`src/rtl/sine_phase_sequencer.sv`:
```
// Sine LUT address sequencer: prescaled sample tick, programmable phase step,
// run/stop control with a graceful stop that always lands on LUT index 0.
module sine_phase_sequencer #(
  parameter int LUT_SIZE    = 48,
  parameter int LUT_WIDTH   = 6,
  parameter int PRESC_WIDTH = 16,
  parameter int STEP_WIDTH  = 6
) (
  input  logic                   sys_clk_i,
  input  logic                   sys_rst_i,
  input  logic                   cfg_valid_i,
  output logic                   cfg_ready_o,
  input  logic [PRESC_WIDTH-1:0] cfg_presc_i,
  input  logic [STEP_WIDTH-1:0]  cfg_step_i,
  output logic                   cfg_err_o,
  input  logic                   run_i,
  output logic [LUT_WIDTH-1:0]   lut_addr_o,
  output logic                   sample_stb_o,
  output logic                   busy_o,
  output logic [1:0]             state_o
);

  typedef enum logic [1:0] {
    S_IDLE = 2'd0,
    S_RUN  = 2'd1,
    S_STOP = 2'd2
  } state_e;

  localparam logic [LUT_WIDTH:0]  SIZE_X   = (LUT_WIDTH+1)'(LUT_SIZE);
  localparam logic [STEP_WIDTH:0] STEP_LIM = (STEP_WIDTH+1)'(LUT_SIZE);

  state_e                 state_q, state_d;
  logic [LUT_WIDTH-1:0]   addr_q, addr_d;
  logic                   stb_q, stb_d;
  logic                   err_q, err_d;
  logic                   ready_q, ready_d;
  logic                   busy_q, busy_d;
  logic [PRESC_WIDTH-1:0] presc_q, presc_d;
  logic [STEP_WIDTH-1:0]  step_q, step_d;
  logic [PRESC_WIDTH-1:0] cnt_q, cnt_d;

  logic                   tick;
  logic                   cfg_fire, cfg_ok;
  logic [LUT_WIDTH:0]     sum, sum_wr;
  logic                   wrap;
  logic [LUT_WIDTH-1:0]   addr_nxt;

  assign tick     = (state_q != S_IDLE) && (cnt_q == presc_q);
  assign sum      = {1'b0, addr_q} + (LUT_WIDTH+1)'(step_q);
  assign wrap     = (sum >= SIZE_X);
  assign sum_wr   = wrap ? (sum - SIZE_X) : sum;
  assign addr_nxt = sum_wr[LUT_WIDTH-1:0];

  // Config is only accepted while idle; rejected requests leave the registers alone.
  assign cfg_fire = cfg_valid_i && ready_q;
  assign cfg_ok   = (cfg_step_i != '0) && ({1'b0, cfg_step_i} < STEP_LIM);

  always_comb begin
    presc_d = presc_q;
    step_d  = step_q;
    err_d   = err_q;
    if (cfg_fire) begin
      if (cfg_ok) begin
        presc_d = cfg_presc_i;
        step_d  = cfg_step_i;
        err_d   = 1'b0;
      end else begin
        err_d   = 1'b1;
      end
    end
  end

  always_comb begin
    state_d = state_q;
    addr_d  = addr_q;
    stb_d   = 1'b0;
    cnt_d   = cnt_q;
    case (state_q)
      S_IDLE: begin
        addr_d = '0;
        cnt_d  = '0;
        if (run_i) state_d = S_RUN;
      end
      S_RUN: begin
        cnt_d = tick ? '0 : cnt_q + 1'b1;
        if (tick) begin
          addr_d = addr_nxt;
          stb_d  = 1'b1;
        end
        if (!run_i) state_d = S_STOP;
      end
      S_STOP: begin
        cnt_d = tick ? '0 : cnt_q + 1'b1;
        if (run_i) begin
          state_d = S_RUN;
          if (tick) begin
            addr_d = addr_nxt;
            stb_d  = 1'b1;
          end
        end else if (addr_q == '0) begin
          state_d = S_IDLE;
        end else if (tick) begin
          stb_d = 1'b1;
          // Crossing the table end lands exactly on midscale, then idles.
          if (wrap) begin
            addr_d  = '0;
            state_d = S_IDLE;
          end else begin
            addr_d  = addr_nxt;
          end
        end
      end
      default: state_d = S_IDLE;
    endcase
    ready_d = (state_d == S_IDLE);
    busy_d  = (state_d != S_IDLE);
  end

  always_ff @(posedge sys_clk_i) begin
    if (!sys_rst_i) begin
      state_q <= S_IDLE;
      addr_q  <= '0;
      stb_q   <= 1'b0;
      err_q   <= 1'b0;
      ready_q <= 1'b1;
      busy_q  <= 1'b0;
      presc_q <= '0;
      step_q  <= STEP_WIDTH'(1);
      cnt_q   <= '0;
    end else begin
      state_q <= state_d;
      addr_q  <= addr_d;
      stb_q   <= stb_d;
      err_q   <= err_d;
      ready_q <= ready_d;
      busy_q  <= busy_d;
      presc_q <= presc_d;
      step_q  <= step_d;
      cnt_q   <= cnt_d;
    end
  end

  assign cfg_ready_o  = ready_q;
  assign cfg_err_o    = err_q;
  assign lut_addr_o   = addr_q;
  assign sample_stb_o = stb_q;
  assign busy_o       = busy_q;
  assign state_o      = state_q;

endmodule

```
`config.mk`:
```
export PLATFORM = sky130hd
export DESIGN_NAME = sine_phase_sequencer
export DESIGN_NICKNAME = d
export VERILOG_FILES = /design/src/rtl/sine_phase_sequencer.sv
export SDC_FILE = /design/constraint.sdc
export NUM_CORES = 1
export LEC_CHECK = 0
export BUFFER_PORTS_ARGS = -buffer_cell sky130_fd_sc_hd__buf_4
export CAP_MARGIN = 10
export CORE_MARGIN = 5
export CORE_UTILIZATION = 40
export DETAILED_ROUTE_END_ITERATION = 12
export HOLD_SLACK_MARGIN = 0.08
export MAX_ROUTING_LAYER = met4
export PLACE_DENSITY = 0.57
export SKIP_LAST_GASP = 1
export SLEW_MARGIN = 30
export SYNTH_ARGS = -nofsm -noshare
export SYNTH_HDL_FRONTEND = slang
export SYNTH_SLANG_ARGS = --single-unit
```
`constraint.sdc`:
```
create_clock -name sys_clk_i -period 8.7 [get_ports sys_clk_i]
set_input_delay 1.305 -clock sys_clk_i [delete_from_list [all_inputs] [get_ports sys_clk_i]]
set_output_delay 1.305 -clock sys_clk_i [all_outputs]
set_load 0.01 [all_outputs]
```
# == After elaboration in Yosys (flattened, before gate mapping) ==
# Index checks and enable logic that the tools add are counted.
# totals
out_inout_bits,12
input_bits,26
regBits,50
elab_cells,54
# op_classes
addsub,3
eq_ne,5
n_lt_le_gt_ge,2
n_reduce_logical,14
muxes,21
# op_table
operator,n
$mux 6,6
$pmux 16 s2,1
$pmux 6 s3,1
$add 16x1->16 const B,1
$eq 16x16->1,1
$mux 16,1
$mux 2,6
$add 6x6->7,1
$ge 7x6->1 const B,1
$logic_not 6->1,1
$lt 6x6->1 const B,1
$ne 3x3->1 const B,2
$pmux 2 s3,1
$reduce_bool 2->1,3
$reduce_bool 6->1,1
$sub 6x6->6 const B,1
$logic_not 2->1,2
$mux 1,4
$logic_and 1x1->1,3
$reduce_and 3->1,1
$reduce_bool 3->1,1
$eq 2x1->1 const B,1
$eq 2x2->1 const B,1
$pmux 1 s2,1
other kinds (2),2

# == Depth between registers and ports, before layout ==
# Gate-level depths: netlist of the first run.
# logic_depth
ltp_word,8
mapped_depth,15
ltp_nobuf,15

# == Worst setup path after synthesis of the first run ==
# No wires, ideal clock.
# synth_timing
path_kind,register to register
startpoint,"reg addr_q[1], in the netlist lut_addr_o[1]"
endpoint,"reg addr_q[4], in the netlist lut_addr_o[4]"
synth_period_minus_slack_ps,3000
required_time_ps,8625
slack_ps,5700
t_arrival_ps,2926
path_stages_with_launch,15
path_buffers,0
path_cell_list,dfxtp_1 -> ha_1 -> a21o_1 -> a21o_1 -> a21o_1 -> a21oi_1 -> xnor2_1 -> ha_1 -> and3_1 -> a311o_1 -> nor2_1 -> ha_1 -> o21ai_0 -> a22oi_1 -> o22ai_1
# synth_between
elab_chain_len,8
word_cells_on_any_way,13
cone_classes,2 x add/sub; 1 x order compare; 1 x eq/ne; 7 x mux; 2 x reduce/logical
# synth_lines
element,line,rtl
"start, declared",33,"logic [LUT_WIDTH-1:0] addr_q, addr_d;"
"start signal, assigned",132,addr_q <= addr_d;
$add 6x6->7,49,"assign sum = {1'b0, addr_q} + (LUT_WIDTH+1)'(step_q);"
$sub 6x6->6 / $ge 7x6->1 (equally long branches),"51, 50",
$mux 6,51,assign sum_wr = wrap ? (sum - SIZE_X) : sum;
$mux 6,105,if (wrap) begin
$mux 6,102,end else if (tick) begin
$mux 6,100,end else if (addr_q == '0) begin
$mux 6,94,if (run_i) begin
$pmux 6 s3,78,case (state_q)
# Parallel ways exist; a longest one is shown, timed or not. The select of a mux whose other input is x is not followed.
# A chain may end at the register's enable or synchronous reset.

# == Worst setup path in the final report of the first run ==
# Ends and elaborated chain as after synthesis.

==> results of run 1 <==
## report_power, final
group,internal [W],switching (W),total [W]
sequential,0.000243,0.0000116,0.000254
combinational,0.0000554,0.0000750,0.000130
clock,0.0000567,0.0000822,0.000139
## worst min-delay path, stage by stage (launching register included)
cell	delay [ns]
dfxtp_1	0.34
mux2i_1	0.07
nor2_1	0.07
## layout by cell type (no fill, tap or decap), types with 2 or more instances in the layout
master     instances
clkinv_2           2
o2111ai_1          3
nor4_1             3
nor2_2             2
a21o_1             8
nor3_1            10
nand3_1            4
a41o_1             2
mux2i_1           21
xnor2_1            7
o22ai_1            5
and2_1             6
nand2_1           17
inv_1             17
a31oi_1            5
o311a_1            2
o21ai_0            7
a311oi_1           3
nor3b_1            3
a21oi_1           18
nand4_1            2
nor2b_1            3
and3_1            10
clkbuf_8           5
dfxtp_1           50
xor2_1            13
ha_1              13
or4_1              2
buf_4             38
nor2_1            40
o211a_1            6
o211ai_1           4
## sequential cells by signal (all words and copies together), names as in the netlist
signal / count
lut_addr_o: 6
busy_o: 1
cfg_ready_o: 1
cfg_err_o: 1
presc_q: 16
step_q: 6
state_o: 2
cnt_q: 16
sample_stb_o: 1
## kinds of logic (layout without fill, tap and decap cells)
group                      Yosys count  in the layout  synth area share
AOI/OAI and AO/OA                   74             74             0.199
xor gates and xnor gates            20             20            0.0637
adders and majority gates           14             14            0.0665
buffers and inverters               28             64            0.0414
DFF                                 50             50             0.364
muxes                               22             22            0.0819
and+or+nand+nor                    105            105             0.183
## synth_stat cells, types with 3 or more instances
cell / number / area [um2]
a21o_1: 8 / 60.1
a21oi_1: 19 / 95.1
a311oi_1: 3 / 26.3
a31oi_1: 5 / 31.3
and2_1: 6 / 37.5
and3_1: 10 / 62.6
buf_2: 4 / 20.0
clkbuf_1: 5 / 18.8
dfxtp_1: 50 / 1000
ha_1: 13 / 163
inv_1: 17 / 63.8
mux2i_1: 21 / 210
nand2_1: 17 / 63.8
nand3_1: 4 / 20.0
nor2_1: 40 / 150
nor2b_1: 3 / 18.8
nor3_1: 10 / 50.1
nor3b_1: 3 / 22.5
nor4_1: 3 / 18.8
o2111ai_1: 3 / 26.3
o211a_1: 6 / 60.1
o211ai_1: 4 / 30.0
o21ai_0: 7 / 35.0
o22ai_1: 5 / 31.3
xnor2_1: 7 / 61.3
xor2_1: 13 / 114
## layout make-up
| class | instances | share of cell area |
|---|---|---|
| Clock inverter | 3 | 0.00668 |
| Clock buffer | 5 | 0.0216 |
| Tap cell | 80 | 0.0314 |
| Inverter | 18 | 0.0216 |
| Sequential cell | 50 | 0.314 |
| Multi-Input combinational cell | 235 | 0.515 |
| Timing Repair Buffer | 38 | 0.0896 |
## routing by layer
metal | routed length (um) | GRT usage | vias to the layer above
li1 | - | - | 1192
met1 | 3000 | 0.201 | 1090
met2 | 3070 | 0.256 | 52
met3 | 246 | 0.0333 | 2
met4 | 30 | 0.0403 | 0
met5 | 0 | - | -
## metrics by stage
| step | total power [W] | hold WS, ns | worst slack [ns] | area, um2 |
|---|---|---|---|---|
| 2_1_floorplan | 0.000353 | 0.465 | 5.70 | 2750 |
| 3_3_place_gp | 0.000391 | 0.484 | 5.20 | 3090 |
| 3_5_place_dp | 0.000392 | 0.492 | 5.42 | 3090 |
| 4_1_cts | 0.000531 | 0.517 | 5.40 | 3180 |
| 5_1_grt | 0.000554 | 0.535 | 5.13 | 3180 |
| 6_report | 0.000523 | 0.513 | 5.40 | 3180 |
## path summary, 6_finish.rpt
check | start | to | cells after the start
max | lut_addr_o[1]$_SDFFE_PN0P_ | lut_addr_o[4]$_SDFFE_PN0P_ | 14
min | step_q[5]$_SDFFE_PN0P_ | step_q[5]$_SDFFE_PN0P_ | 2
max reg2reg | lut_addr_o[1]$_SDFFE_PN0P_ | lut_addr_o[4]$_SDFFE_PN0P_ | 14
min reg2reg | step_q[5]$_SDFFE_PN0P_ | step_q[5]$_SDFFE_PN0P_ | 2
==> reports/summary.txt, run 1 <==
Num CTS Buffers -> 5
Synth cell types -> 48
outcome -> finished, final reports clean
first drt pass iteration count -> 4
Tmin final -> 3.30 ns
die width -> 92.9 um
gp weighted congestion -> 0.835
Post-Syn Nets -> 353
Nets -> 388
delay-heaviest family, CP -> compound AO/OA/AOI/OAI gates
CTS max path bufs -> 2
fraction of layout cells with a size suffix above 1 -> 0.166
worst skew pair latency -> 0.30 ns
Post-synth EDFFs -> 0
Syn. warnings -> 0
Multi-input gate area -> 1640 um2
antenna cells -> 0
Critical Path End Type -> register
r2r setup slk -> 5.40 ns
filler instances -> 681
Initial Util -> 0.407
crit path max-delay cell type -> a311o_1
clk root buf -> clkbuf_8
Remaining DRCs -> 0
Post-CTS Setup Inserts -> 0
CP required -> 8.93 ns
initial antenna violation count -> 0
final WL -> 6340 um
Die Area -> 8630 um2
core area -> 6760 um2
clk_skew -> 0.00933 ns
non-filler instance count after layout -> 429
vias in the first global route -> 2,210
DRT iter0 DRCs -> 92
FP Rows -> 30
crit-path max FO -> 4
register bit count reported by yosys -> 50
final setup TNS -> 0 ns
Post-Syn Instances -> 313
post-synthesis async set-or-reset flop share -> 0
clk sinks -> 50
CTS H-tree lvls -> 2
leak pwr -> 1.49 nW
Mean Syn Cell Area -> 8.78 um2
pin count of the biggest net entering global routing -> 37
hpwl dp -> 4810 um
Peak Freq -> 0.303 GHz
Area growth syn-to-layout -> 15.8%
I/O Buffers -> 37
DR vias/cell -> 5.45
grt total ovfl -> 0
Final Hold Viols -> 0
Worst VDD drop -> 0.0758 mV
fin crit share -> 0.379
RSZ-0062 raised after global routing -> false
io pins -> 38
Max stage delay on crit path -> 0.38 ns
Post-Route Utilization -> 0.471
dominant synthesized flop cell -> dfxtp_1
first-pass GRT wire length -> 10,700 um
dpl cells -> 421
WL/cell -> 14.8 um
Finish-stage setup viols -> 0
post-synthesis cell area -> 2750 um2
slew of the pin with the lowest slew margin -> 0.524 ns
Pwr Density -> 164 nW/um2
post-synthesis sequential area ratio -> 0.364
Startpoint Class -> register
Min-Delay Path Class -> reg2reg
combined buffer and inverter count along the critical path -> 0
via count -> 2,336
post-cts hold buffer count -> 0
Worst-path clk slew -> 0.10 ns
final number of max-transition violations -> 0
post-cts sizing count -> 0
max_cap viols -> 0
Sequential cell area -> 1000 um2
critical path class -> reg2reg
Die Ht -> 92.9 um
CP cell instances -> ha_1 -> a21o_1 -> a21o_1 -> a21o_1 -> a21oi_1 -> xnor2_1 -> ha_1 -> and3_1 -> a311o_1 -> nor2_1 -> ha_1 -> o21ai_0 -> a22oi_1 -> o22ai_1
CP Data Arrival Time -> 3.53 ns
Final ANT Viol Nets -> 0
CTS tree -> done
GRT Resource Usage Total -> 0.158
Relative slew margins -> 0.647
No activity file was read; power rests on OpenSTA's default activity.
==> run 2, diff against run 1 <==
--- a/config.mk
+++ b/config.mk
@@ -12,7 +12,7 @@
 export DETAILED_ROUTE_END_ITERATION = 12
 export HOLD_SLACK_MARGIN = 0.08
 export MAX_ROUTING_LAYER = met4
-export PLACE_DENSITY = 0.57
+export PLACE_DENSITY = 0.59
 export SKIP_LAST_GASP = 1
 export SLEW_MARGIN = 30
 export SYNTH_ARGS = -nofsm -noshare
==> constraint.sdc (replaced) <==
create_clock -name sys_clk_i -period 2.9 [get_ports sys_clk_i]
set_input_delay 0.435 -clock sys_clk_i [delete_from_list [all_inputs] [get_ports sys_clk_i]]
set_output_delay 0.435 -clock sys_clk_i [all_outputs]
set_load 0.01 [all_outputs]
==> run 2 against run 1 <==
Effect of this change:
- total power rose to 3.0 times the previous value
- clock power grew to 3.0 times the previous value
- register-to-register slack lost 5.3 ns
- fmax grew 17%
- wire length is 4.3% higher
- utilization grew 2.3 points
- critical path type unchanged
- largest power group unchanged
==> reports/summary.txt, run 2 (synthesis gave the netlist of run 1 again) <==
final setup TNS -> 0 ns (unchanged)
via count -> 2,364 (+1.2%)
hpwl dp -> 4920 um (+2.3%)
Final Hold Viols -> 0 (unchanged)
Finish-stage setup viols -> 0 (unchanged)
CTS tree -> done
Worst VDD drop -> 0.263 mV (+250%)
io pins -> 38 (unchanged)
I/O Buffers -> 37 (unchanged)
Top Registers -> cnt_q: 16 flops, presc_q: 16 flops
filler instances -> 694 (+1.9%)
Min-Delay Path Class -> in2reg
Critical Path End Type -> register
WL/cell -> 15.1 um (+1.9%)
fin area -> 3340 um2 (+5.0%)
die width -> 92.9 um (unchanged)
Hold Crit Depth -> 3 (+1)
final number of max-transition violations -> 0 (unchanged)
routing usage on met2 -> 0.256 (+0.000600)
Worst-path clk slew -> 0.09 ns (about the same)
Pwr Density -> 478 nW/um2 (+190%)
CTS max path bufs -> 2 (unchanged)
Tmin final -> 2.82 ns (-0.476 ns)
fraction of layout cells with a size suffix above 1 -> 0.231 (+0.0650)
crit-path max FO -> 3 (-1)
Max stage delay on crit path -> 0.40 ns (+0.02 ns)
Die Area -> 8630 um2 (unchanged)
busiest layer in global routing -> met2
first-pass GRT wire length -> 10,600 um (-0.97%)
gp weighted congestion -> 0.831 (-0.53%)
Remaining DRCs -> 0 (unchanged)
antenna cells -> 0 (unchanged)
FP Rows -> 30 (unchanged)
Die Ht -> 92.9 um (unchanged)
Relative slew margins -> 0.603 (-0.0446)
pre-CTS setup slack -> -0.0619 ns (-5.48 ns)
CP Data Arrival Time -> 3.06 ns (-0.47 ns)
fin crit share -> 0.973 (+0.594)
clk sinks -> 50 (unchanged)
CP cell instances -> ha_4 -> inv_2 -> fa_2 -> nor2b_2 -> o21ai_2 -> nand2_2 -> xnor2_2 -> ha_2 -> and3_4 -> a311o_1 -> nor2_2 -> ha_1 -> o21ai_1 -> a22oi_1 -> o22ai_1
crit path max-delay cell type -> fa_2
leak pwr -> 1.54 nW (+3.7%)
Startpoint Class -> register
slew of the pin with the lowest slew margin -> 0.590 ns (+0.0662 ns)
max_cap viols -> 0 (unchanged)
Peak Freq -> 0.354 GHz (+17%)
CP required -> 3.14 ns (-5.79 ns)
RSZ-0062 raised after global routing -> true
Area growth syn-to-layout -> 21.5%
outcome -> finished, final reports clean
most common cell after layout, fill and taps aside -> buf_4
GRT Resource Usage Total -> 0.158 (+0.000488)
Worst Reg-to-Reg Cells -> 15 (+1)
DR vias/cell -> 5.38 (-1.1%)
initial antenna violation count -> 0 (unchanged)
Final WS setup -> 0.0791 ns (-5.32 ns)
clk root buf -> clkbuf_8
vias in the first global route -> 2,206 (-0.18%)
Num CTS Buffers -> 5 (unchanged)
worst skew pair latency -> 0.31 ns (about the same)
Initial Util -> 0.407 (unchanged)
Nets -> 398 (+2.6%)
most frequent cells in the layout -> 47 x buf_4, 46 x dfxtp_1, 39 x nor2_1
clk_skew -> 0.00442 ns (-0.00491 ns)
Final ANT Viol Nets -> 0 (unchanged)
Placement Cell Area -> 3160 um2 (+2.2%)
final WL -> 6620 um (+4.3%)
DRT iter0 DRCs -> 77 (-16%)
M1 GR Usage -> 0.199 (-0.00250)
met3 Usage GRT -> 0.0309 (-0.00244)
first drt pass iteration count -> 4 (unchanged)
core area -> 6760 um2 (unchanged)
critical path class -> reg2reg
CTS H-tree lvls -> 2 (unchanged)
pin count of the biggest net entering global routing -> 36 (-2.7%)
grt total ovfl -> 0 (unchanged)
-- run 2: cell types whose count changed in the layout (fill, tap and decap cells not counted), moves of 3 or more --
cell     change
buf_4        +9
dfxtp_1      -4
dfxtp_2      +4
ha_1         -4
ha_4         +3
-- run 2: layout make-up --
type	count	area [um2]	share of cell area
clock buffer	6	72.6	0.0217
tap	80	100	0.0300
timing repair buffer	48	373	0.112
clock inverter	2	13.8	0.00412
multi-input combinational	235	1710	0.511
sequential	50	1010	0.301
inverter	18	67.6	0.0202
-- run 2: metrics by stage --
stage	cells	power, W	hold WS, ns	util
global route	439	0.00169	0.340	0.494
finish	439	0.00160	0.352	0.494
detailed placement	428	0.00119	0.493	0.468
floorplan	313	0.00106	0.465	-
global placement	428	0.00119	0.483	0.468
CTS	436	0.00160	0.344	0.481
-- run 2: worst max-delay path, delay by kind of cell, from the launching register on --
kind,cells,cell delay (ns)
DFF,1,0.36
xor gates and xnor gates,1,0.08
buffers and inverters,1,0.04
adders and majority gates,4,0.97
AOI/OAI and AO/OA,5,0.82
and+or+nand+nor,4,0.49
-- run 2: metal layers --
layer / vias up / part of all wire
li1: 1214 / -
met1: 1097 / 0.48
met2: 44 / 0.47
met3: 9 / 0.034
met4: 0 / 0.015
met5: - / 0
-- run 2: worst paths after layout --
| check | start | end | slack [ns] |
|---|---|---|---|
| worst max-delay path | step_q[0]$_SDFFE_PN1P_ | lut_addr_o[4]$_SDFFE_PN0P_ | 0.08 |
| worst min-delay path | cfg_presc_i[10] | presc_q[10]$_SDFFE_PN0P_ | 0.35 |
| worst max register to register | step_q[0]$_SDFFE_PN1P_ | lut_addr_o[4]$_SDFFE_PN0P_ | 0.08 |
| worst min register to register | step_q[4]$_SDFFE_PN0P_ | step_q[4]$_SDFFE_PN0P_ | 0.51 |
-- run 2: where the power goes --
group	internal [W]	switching (W)
Clock	0.000171	0.000243
Sequential	0.000728	0.0000366
Combinational	0.000183	0.000235
Total	0.00108	0.000514
-- run 2: timing repair --
action / in CTS / in global routing
setup endpoints to repair: 4 / 6
resized for setup: 2 / 15
hold buffers: 0 / 0
pin swaps: 3 / 17
setup buffers: 0 / 3
==> run 3, diff against run 2 <==
--- a/config.mk
+++ b/config.mk
@@ -11,10 +11,10 @@
 export CORE_UTILIZATION = 40
 export DETAILED_ROUTE_END_ITERATION = 12
 export HOLD_SLACK_MARGIN = 0.08
-export MAX_ROUTING_LAYER = met4
 export PLACE_DENSITY = 0.59
 export SKIP_LAST_GASP = 1
 export SLEW_MARGIN = 30
 export SYNTH_ARGS = -nofsm -noshare
 export SYNTH_HDL_FRONTEND = slang
 export SYNTH_SLANG_ARGS = --single-unit
+export TNS_END_PERCENT = 20
==> run 3 against run 2 <==
Effect of this change:
- global-route usage down 0.42 points
- sequential power about the same
- via count about the same
- first-iteration DRC count up 6.5%
- register-to-register slack about the same
- worst hold slack worse by 0.0035 ns
- non-clock buffer count unchanged
- utilization unchanged
- setup slack worse by 0.00062 ns
- combinational power about the same
- design area unchanged
- count of clock-buffer cells in the layout unchanged
- largest power group unchanged
==> reports/summary.txt, run 3 (synthesis gave the netlist of run 1 again) <==
M1 GR Usage -> 0.198 (-0.00100)
Startpoint Class -> register
Num CTS Buffers -> 5 (unchanged)
io pins -> 38 (unchanged)
most frequent cells in the layout -> 47 x buf_4, 46 x dfxtp_1, 39 x nor2_1
RSZ-0062 raised after global routing -> true
I/O Buffers -> 37 (unchanged)
clk_skew -> 0.00429 ns (-0.000128 ns)
grt total ovfl -> 0 (unchanged)
fraction of layout cells with a size suffix above 1 -> 0.231 (unchanged)
Finish-stage setup viols -> 0 (unchanged)
Max stage delay on crit path -> 0.40 ns (about the same)
met3 Usage GRT -> 0.0317 (+0.000812)
Critical Path End Type -> register
routing usage on met2 -> 0.257 (+0.000600)
pre-CTS setup slack -> -0.0619 ns (unchanged)
CTS H-tree lvls -> 2 (unchanged)
die width -> 92.9 um (unchanged)
busiest layer in global routing -> met2
Internal Dissipation -> 0.00108 W (about the same)
hpwl dp -> 4920 um (unchanged)
DRT iter0 DRCs -> 82 (+6.5%)
slew of the pin with the lowest slew margin -> 0.590 ns (+0.00000745 ns)
filler instances -> 694 (unchanged)
Net Switching -> 0.000514 W (about the same)
final setup TNS -> 0 ns (unchanged)
vias in the first global route -> 2,206 (unchanged)
final WL -> 6610 um (-0.14%)
Nets -> 398 (unchanged)
Area growth syn-to-layout -> 21.5% (unchanged)
Min-Delay Path Class -> in2reg
Final WS setup -> 0.0785 ns (-0.000616 ns)
leak pwr -> 1.54 nW (unchanged)
fin crit share -> 0.973 (about the same)
Multi-input gate area -> 1710 um2 (unchanged)
most common cell after layout, fill and taps aside -> buf_4
initial antenna violation count -> 0 (unchanged)
Seq pwr share -> 0.479 (about the same)
CP Data Arrival Time -> 3.06 ns (about the same)
Die Ht -> 92.9 um (unchanged)
final number of max-transition violations -> 0 (unchanged)
first-pass GRT wire length -> 10,600 um (about the same)
Initial Util -> 0.407 (unchanged)
Pwr Density -> 478 nW/um2 (about the same)
Sw Ratio -> 0.322 (about the same)
Final Hold Viols -> 0 (unchanged)
WL/cell -> 15.0 um (-0.14%)
CTS max path bufs -> 2 (unchanged)
DR vias/cell -> 5.38 (about the same)
crit path max-delay cell type -> fa_2
Top Registers -> cnt_q: 16 flops, presc_q: 16 flops
Sequential cell area -> 1010 um2 (unchanged)
clk sinks -> 50 (unchanged)
CP cell instances -> ha_4 -> inv_2 -> fa_2 -> nor2b_2 -> o21ai_2 -> nand2_2 -> xnor2_2 -> ha_2 -> and3_4 -> a311o_1 -> nor2_2 -> ha_1 -> o21ai_1 -> a22oi_1 -> o22ai_1
gp weighted congestion -> 0.819 (-1.5%)
worst skew pair latency -> 0.31 ns (about the same)
Hold Crit Depth -> 3 (unchanged)
max_cap viols -> 0 (unchanged)
via count -> 2,363 (-0.042%)
clk root buf -> clkbuf_8
Peak Freq -> 0.354 GHz (about the same)
Clock power frac -> 0.259 (about the same)
first drt pass iteration count -> 4 (unchanged)
GRT Resource Usage Total -> 0.154 (-0.00421)
Tmin final -> 2.82 ns (+0.000616 ns)
Worst Reg-to-Reg Cells -> 15 (unchanged)
Final ANT Viol Nets -> 0 (unchanged)
post-cts hold buffer count -> 0 (unchanged)
antenna cells -> 0 (unchanged)
Die Area -> 8630 um2 (unchanged)
power share of the combinational group -> 0.262 (about the same)
FP Rows -> 30 (unchanged)
core area -> 6760 um2 (unchanged)
Remaining DRCs -> 0 (unchanged)
crit-path max FO -> 3 (unchanged)
CTS tree -> done
Relative slew margins -> 0.603 (about the same)
outcome -> finished, final reports clean
critical path class -> reg2reg
Worst-path clk slew -> 0.09 ns (about the same)
CP required -> 3.14 ns (about the same)
Worst VDD drop -> 0.263 mV (-0.24%)
pin count of the biggest net entering global routing -> 36 (unchanged)
==> run 3: cell counts in the layout (fill, tap and decap cells not counted) <==
No cell type changed its count.
==> run 3: layout make-up <==
type | instances | area share
Tap cell | 80 | 0.0300
Multi-Input combinational cell | 235 | 0.511
Inverter | 18 | 0.0202
Clock buffer | 6 | 0.0217
Sequential cell | 50 | 0.301
Clock inverter | 2 | 0.00412
Timing Repair Buffer | 48 | 0.112
==> run 3: through the flow <==
stage	instances	util	hold WS, ns	instance area (um2)	total power [W]
2_1_floorplan	313	-	0.465	2750	0.00106
3_3_place_gp	428	0.468	0.483	3160	0.00119
3_5_place_dp	428	0.468	0.493	3160	0.00119
4_1_cts	436	0.481	0.344	3250	0.00160
5_1_grt	439	0.494	0.340	3340	0.00169
6_report	439	0.494	0.349	3340	0.00160
==> run 3: path summary, 6_finish.rpt <==
check,startpoint,to,slack (ns)
worst max-delay path,step_q[0]$_SDFFE_PN1P_,lut_addr_o[4]$_SDFFE_PN0P_,0.08
worst min-delay path,cfg_presc_i[10],presc_q[10]$_SDFFE_PN0P_,0.35
worst max register to register,step_q[0]$_SDFFE_PN1P_,lut_addr_o[4]$_SDFFE_PN0P_,0.08
worst min register to register,step_q[4]$_SDFFE_PN0P_,step_q[4]$_SDFFE_PN0P_,0.51
==> run 3: power by group through the flow <==
stage	Clock (W)	Sequential, W	Combinational [W]
after global routing	0.000454	0.000771	0.000462
final	0.000414	0.000765	0.000417
after floorplan	0	0.000774	0.000285
after detailed placement	0	0.000779	0.000409
after global placement	0	0.000779	0.000408
after CTS	0.000428	0.000763	0.000413
==> run 3: layer usage <==
metal / vias to the layer above / share of wire
met4: 0 / 0.016
met5: - / 0
met2: 44 / 0.47
met1: 1096 / 0.48
li1: 1212 / -
met3: 11 / 0.037
==> run 3: what timing repair did <==
item                       CTS  global route
resized for setup            2            15
pin swaps                    3            17
setup endpoints to repair    4             6
gates cloned                 0             0
buffers inserted             0             3
==> run 3: worst max-delay path, delay by kind of cell, from the launching register on <==
kind / cells / cell delay [ns]
adder cells (fa/ha/maj): 4 / 0.97
AO/OA/AOI/OAI: 5 / 0.82
buffers and inverters: 1 / 0.04
AND/OR/NAND/NOR: 4 / 0.49
flip-flops: 1 / 0.36
XOR/XNOR: 1 / 0.08
